## src/rtl/dcache_wr_axi.sv

```systemverilog
// Write-side AXI master for the data cache: buffers one line writeback or uncached
// store, then drives AW, W and B; also flags reads that hit the line being written.
module dcache_wr_axi #(
  parameter logic [3:0]  AXI_ID     = 4'd1,
  parameter int unsigned LINE_BEATS = 4
) (
  input  logic         aclk,
  input  logic         areset,
  // Dcache write interface
  input  logic         wr_req,
  input  logic [2:0]   wr_type,
  input  logic [31:0]  wr_addr,
  input  logic [3:0]   wr_wstrb,
  input  logic [127:0] wr_data,
  output logic         wr_rdy,
  // AXI write address channel
  output logic [3:0]   awid,
  output logic [31:0]  awaddr,
  output logic [7:0]   awlen,
  output logic [2:0]   awsize,
  output logic [1:0]   awburst,
  output logic [1:0]   awlock,
  output logic [3:0]   awcache,
  output logic [2:0]   awprot,
  output logic         awvalid,
  input  logic         awready,
  // AXI write data channel
  output logic [3:0]   wid,
  output logic [31:0]  wdata,
  output logic [3:0]   wstrb,
  output logic         wlast,
  output logic         wvalid,
  input  logic         wready,
  // AXI write response channel
  input  logic [3:0]   bid,
  input  logic [1:0]   bresp,
  input  logic         bvalid,
  output logic         bready,
  // Read-after-write conflict check
  input  logic [31:0]  rd_chk_addr,
  output logic         rd_conflict,
  output logic         wr_busy
);

  localparam int unsigned CntW = (LINE_BEATS > 1) ? $clog2(LINE_BEATS) : 1;

  typedef enum logic [1:0] {StIdle, StAw, StW, StB} state_e;

  state_e         state_q, state_d;
  logic [CntW-1:0] cnt_q, cnt_d;
  logic [2:0]     type_q;
  logic [31:0]    addr_q;
  logic [3:0]     wstrb_q;
  logic [127:0]   data_q;
  logic           capture;

  logic           is_line;
  logic [7:0]     len;
  logic [2:0]     size;
  logic           last_beat;
  logic           unused_inputs;

  assign is_line   = (type_q == 3'b100);
  assign len       = is_line ? 8'(LINE_BEATS - 1) : 8'd0;
  assign size      = is_line ? 3'b010 : {1'b0, type_q[1:0]};
  assign last_beat = (8'(cnt_q) == len);

  // Response id/status are not checked; a single outstanding write needs neither.
  assign unused_inputs = ^{bid, bresp, rd_chk_addr[3:0]};

  always_ff @(posedge aclk or posedge areset) begin
    if (areset) begin
      state_q <= StIdle;
      cnt_q   <= '0;
      type_q  <= '0;
      addr_q  <= '0;
      wstrb_q <= '0;
      data_q  <= '0;
    end else begin
      state_q <= state_d;
      cnt_q   <= cnt_d;
      if (capture) begin
        type_q  <= wr_type;
        addr_q  <= wr_addr;
        wstrb_q <= wr_wstrb;
        data_q  <= wr_data;
      end
    end
  end

  always_comb begin
    state_d = state_q;
    cnt_d   = cnt_q;
    capture = 1'b0;
    unique case (state_q)
      StIdle: begin
        if (wr_req) begin
          capture = 1'b1;
          state_d = StAw;
        end
      end
      StAw: begin
        if (awready) begin
          cnt_d   = '0;
          state_d = StW;
        end
      end
      StW: begin
        if (wready) begin
          cnt_d = cnt_q + 1'b1;
          if (last_beat) state_d = StB;
        end
      end
      StB: begin
        if (bvalid) state_d = StIdle;
      end
      default: state_d = StIdle;
    endcase
  end

  // Channel fields are zeroed outside their own state so idle outputs read 0.
  always_comb begin
    wr_rdy  = 1'b0;
    awid    = '0;
    awaddr  = '0;
    awlen   = '0;
    awsize  = '0;
    awburst = '0;
    awlock  = '0;
    awcache = '0;
    awprot  = '0;
    awvalid = 1'b0;
    wid     = '0;
    wdata   = '0;
    wstrb   = '0;
    wlast   = 1'b0;
    wvalid  = 1'b0;
    bready  = 1'b0;
    unique case (state_q)
      StIdle: wr_rdy = 1'b1;
      StAw: begin
        awid    = AXI_ID;
        awaddr  = addr_q;
        awlen   = len;
        awsize  = size;
        awburst = 2'b01;
        awvalid = 1'b1;
      end
      StW: begin
        wid    = AXI_ID;
        wdata  = data_q[{cnt_q, 5'b0} +: 32];
        wstrb  = is_line ? 4'hF : wstrb_q;
        wlast  = last_beat;
        wvalid = 1'b1;
      end
      StB: bready = 1'b1;
      default: ;
    endcase
  end

  assign wr_busy     = (state_q != StIdle);
  assign rd_conflict = wr_busy && (rd_chk_addr[31:4] == addr_q[31:4]);

endmodule

```

## config.mk

```make
export PLATFORM = sky130hd
export DESIGN_NAME = dcache_wr_axi
export DESIGN_NICKNAME = d
export VERILOG_FILES = /design/src/rtl/dcache_wr_axi.sv
export SDC_FILE = /design/constraint.sdc
export NUM_CORES = 1
export LEC_CHECK = 0
export BUFFER_PORTS_ARGS = -buffer_cell sky130_fd_sc_hd__clkbuf_2
export CAP_MARGIN = 40
export CORE_MARGIN = 1.5
export CORE_UTILIZATION = 50
export CTS_BUF_LIST = sky130_fd_sc_hd__clkbuf_16
export DETAILED_ROUTE_END_ITERATION = 8
export HOLD_SLACK_MARGIN = 0.08
export PLACE_DENSITY = 0.92
export SLEW_MARGIN = 20
export SYNTH_ARGS = -nofsm -noshare
export SYNTH_HDL_FRONTEND = slang
export SYNTH_SLANG_ARGS = --single-unit
```

## constraint.sdc

```tcl
create_clock -name aclk -period 11.4 [get_ports aclk]
set_clock_uncertainty 0.2 [all_clocks]
set_input_delay 2.28 -clock aclk [delete_from_list [all_inputs] [get_ports aclk]]
set_output_delay 2.28 -clock aclk [all_outputs]
set_load 0.01 [all_outputs]
```

# ---- Yosys cells after proc, flatten, opt, wreduce, memory -nomap -nowiden
# Index checks and enable logic that the tools add are counted.
dict set report totals {
  word_cells 52
  output_inout_bits 105
  register_bits 171
  in_bits 211
}
dict set report classes {
  shifts 1
  n_reduce_logical 6
  n_addsub 1
  n_eq_ne 11
  mux 27
}
# op count
set ops {}
lappend ops {{128-bit by 8-bit variable part select with 32-bit output} 1}
lappend ops {{32-bit 2-to-1 mux} 2}
lappend ops {{28-bit == test} 1}
lappend ops {{2-bit 2-to-1 mux} 11}
lappend ops {{1-bit 2-to-1 mux} 10}
lappend ops {{2-bit != test (second input constant)} 5}
lappend ops {{4-bit 2-to-1 mux} 2}
lappend ops {{2-bit one-hot mux with 4 select lines} 1}
lappend ops {{5-bit AND reduction} 1}
lappend ops {{2-bit == test (second input constant)} 2}
lappend ops {{2-bit one-hot mux with 2 select lines} 1}
lappend ops {{2-bit nonzero test} 2}
lappend ops {{3-bit == test (second input constant)} 1}
lappend ops {{3-bit AND reduction} 1}
lappend ops {{2-bit by 1-bit adder with 2-bit output (second input constant)} 1}
lappend ops {{2-bit by 1-bit == test with 1-bit output (second input constant)} 1}
lappend ops {{2-bit == test} 1}
lappend ops {{2-bit logical NOT} 1}
lappend ops {{1-bit logical AND} 1}

# ---- Logic depth before layout (Yosys ltp)
dict set report depth {
  ltp_word 6
  mapped_depth 7
  depth_no_buf 6
}

# ---- Least setup slack after synthesis
# Ideal clock, no wire load.
dict set report synth_timing {
  path_kind {input to output}
  from {input rd_chk_addr[9]}
  to {output rd_conflict}
  arrival_ns 3.235
  cell_stages 4
  required_time_ns 8.920
  path_buffers 0
  path_slack_ns 5.685
  cell_sequence {xor2_1 > nor4_1 > nand4_1 > nor4_1}
}
dict set report synth_between {
  elab_chain_len 2
}
# item line
set synth_rtl {}
lappend synth_rtl {{start: declaration} 40} ;# input logic [31:0] rd_chk_addr,
lappend synth_rtl {{28-bit == test} 162} ;# assign rd_conflict = wr_busy && (rd_chk_addr[31:4] == addr_q[31:4]);
lappend synth_rtl {{1-bit logical AND} 162}
lappend synth_rtl {{end: declaration} 41} ;# output logic rd_conflict,
# Every way passes these cells.

# ---- Worst setup path after layout
dict set report layout_timing {
  from {input rd_chk_addr[25]}
  to {output rd_conflict}
}
# The elaborated chain is that of the path after synthesis.

==> summary.txt <==
CTS
  – CTS H-Tree Depth: 4
  – CTS Buf Count: 17
  – Setup bufs post-CTS: 0
  – Clock transition at the registers of the reported paths: 0.06 ns
  – Clk_lat worst skew: 0.41 ns
  – Root Driver: clkbuf_16
  – Hold_buf cts: 0
  – CTS tree: built
  – CTS max path bufs: 2
  – CTS-repair resized insts: 0
  – Clock sinks: 171

Place
  – Routability congestion estimate: 0.808
  – Dpl hpwl: 14300 um
  – Port Buffer Count: 282
  – Setup WS pre-CTS: 5.40 ns
  – Placed Area: 9810 sq um
  – DP Cell Count: 1045

Cells and area
  – Synthesis-to-finish area growth: 26.0%
  – Filler cells: 1173
  – Post-route cell area: 10400 sq um
  – Final std cells w/o fill: 1079
  – Share of layout cells above drive strength 1: 46.1%
  – Fin nets: 1065

Floorplan
  – Die height: 132 um
  – Row Count: 46
  – Total core area: 16100 sq um
  – Initial Util: 51.6%
  – Die ar.: 17300 sq um
  – Num ports: 316
  – Die X-Extent: 132 um

Power
  – Internal: 1.85 mW
  – Seq pwr share: 41.0%
  – Pleak: 5.00 nW
  – Net Sw Frac: 32.7%
  – Sw Pwr: 0.897 mW
  – Power density over the cells: 263 nW/um^2
  – Comb power frac: 37.7%
  – Worst ir drop on vdd: 140 uV
  – Clk network pwr share: 21.3%
  – Total power draw: 2.75 mW

Drt
  – Number of DRC markers in iteration 0: 148
  – DRC errors left: 0
  – Via density per instance: 5.10
  – DRT Wirelength: 19000 um
  – WL/cell: 17.6 um
  – Routed Antenna Nets: 0
  – Routed vias: 5502
  – Drt first pass iters: 4

STA
  – Hold violation count in the final report: 0
  – Setup ws final: 5.37 ns
  – Fmax achieved: 0.166 GHz
  – Least-Margin Pin Slew: 0.732 ns
  – Setup TNS Final: 0 ns
  – Period minus WS final: 6.03 ns
  – Pins Over Slew Limit: 0
  – Slew HR: 51.2%
  – Endpoints failing setup: 0
  – Post-route clock period utilization: 52.9%
  – RSZ-0062 raised after global routing: false

Synth
  – Distinct cells, synth: 33
  – Xor/xnor share of the synthesized area: 2.96%
  – Simple-gate area share of the yosys netlist: 6.96%
  – Seq/Total Area, Yosys: 51.7%
  – Largest family of logic cells by synthesized area: multiplexers
  – Most used DFF post-synth: dfrtp_1
  – Adder-cell share of the synthesized area: 0.755%
  – Async SR Flop Fraction: 100%
  – Cells after synthesis: 577
  – Cell Area, Synth: 8280 sq um
  – Mux contribution to synthesized area: 31.7%
  – Avg Synthesized Cell Area: 14.4 sq um
  – Synthesized flop and latch total: 171
  – Compound-Gate Fraction of Synth Area: 1.01%
  – EDFF count, synth: 0
  – Syn. warnings: 0

Global routing
  – Initial antenna violation count: 1
  – Gr ovfl total: 0
  – First-pass GRT wire length: 30500 um
  – Largest net degree at the start of global routing: 94
  – Total GRT Usage: 22.8%
  – Vias in the first global route: 5995

Worst setup path
  – Worst EP required: 8.92 ns
  – CP Data Arrival Time: 3.55 ns
  – CP Capture Type: primary output
  – Setup CP Type: input port to primary output
  – Crit-path max FO: 1
  – Setup crit start kind: input port

Run status
  – Outcome: finished clean

Min path
  – HP Class: register to register

Flow run
  – Max_cap viols: 0
-- metrics by stage --
stage	utilization (%)	hold slack [ns]
after floorplan	-	0.256
after global placement	60.5	0.267
after detailed placement	61.1	0.277
after CTS	64.8	0.292
after global routing	65.0	0.306
final	65.0	0.286
-- cells by family after synthesis --
| kind of cell | count (synthesis) |
|---|---|
| AND/OR/NAND/NOR | 93 |
| AO/OA/AOI/OAI | 11 |
| other | 1 |
| adder cells (fa/ha/maj) | 5 |
| buffers and inverters | 67 |
| multiplexers | 201 |
| XOR/XNOR | 28 |
| flip-flops | 171 |
-- per-layer routing --
metal  part of all wire, %  track usage (%)  up-vias  wire, um
met5                     0                0        -         0
met4                   2.5             8.52        0       482
met3                   7.6             7.99       32      1450
met2                    54             42.0      219     10300
met1                    36             23.9     2712      6860
li1                      -                -     2539         -
-- critical path, stage by stage --
cell      delay [ns]
clkbuf_2        0.09
xor2_1          0.13
nor4_1          0.44
nand4_1         0.16
nor4_1          0.27
clkbuf_2        0.17
-- synthesized netlist by cell type, drive strengths merged (2+ instances only) --
library cell	count	area, sq um
nor2	6	22.5
nand2b	3	18.8
nor3	2	10.0
inv	6	22.5
ha	5	62.6
nand4	6	37.5
xor2	17	149
a21oi	3	18.8
and2	67	419
xnor2	11	96.3
mux2	168	1890
mux4	32	721
dfrtp	171	4280
nor4	5	31.3
clkbuf	8	30.0
buf	53	357
o21a	4	30.0
-- power by group through the flow --
stage,logic [mW],registers (mW),clock network [mW]
after global placement,0.989,1.11,0
after floorplan,0.793,1.04,0
after detailed placement,1.04,1.14,0
final,1.03,1.13,0.584
after CTS,1.05,1.13,0.598
after global routing,1.13,1.17,0.622
-- flip-flops by register name, indices dropped and copies added, names as in the netlist --
| register | count |
|---|---|
| data_q | 128 |
| addr_q | 32 |
| wstrb_q | 4 |
| state_q | 2 |
| type_q | 3 |
| cnt_q | 2 |
-- area by class of cell --
class,count,area [sq um],share of cell area (%)
diodes,1,2.50,0.0240
repair buffers,292,1570,15.1
clock inverters,15,174,1.67
inverters,6,27.5,0.264
multi-input cells,361,3680,35.3
flip-flops and latches,171,4280,41.0
clock buffers,17,425,4.07
well taps,216,270,2.59
-- placed cells by master, fill, tap and decap left out, types with 2 or more instances in the layout --
master	Yosys	layout
clkbuf_2	0	282
dfrtp_1	171	169
mux2_1	131	131
and2_1	67	67
mux2_2	37	37
mux4_2	32	32
conb_1	1	23
xor2_1	17	17
clkbuf_16	0	17
xnor2_1	11	11
inv_1	5	6
nor2_1	6	6
nand4_1	6	6
nor4_1	5	5
ha_1	5	5
buf_4	28	5
o21a_1	4	4
inv_6	0	4
buf_16	0	4
nand2b_1	3	3
bufinv_16	0	3
clkinv_4	0	3
a21oi_1	2	2
nor3_1	2	2
clkinvlp_4	0	2
dfrtp_2	0	2
-- final timing paths --
check,start,end,slack (ns),cells after the start
worst min register to register,data_q[105],data_q[105],0.29,1
worst min-delay path,data_q[105],data_q[105],0.29,1
min in group asynchronous,areset,data_q[112],1.54,2
worst max register to register,state_q[0],data_q[13],8.56,6
max in group asynchronous,areset,data_q[127],8.12,5
worst max-delay path,rd_chk_addr[25],rd_conflict,5.37,6
Power figures use the tool's default switching activity.
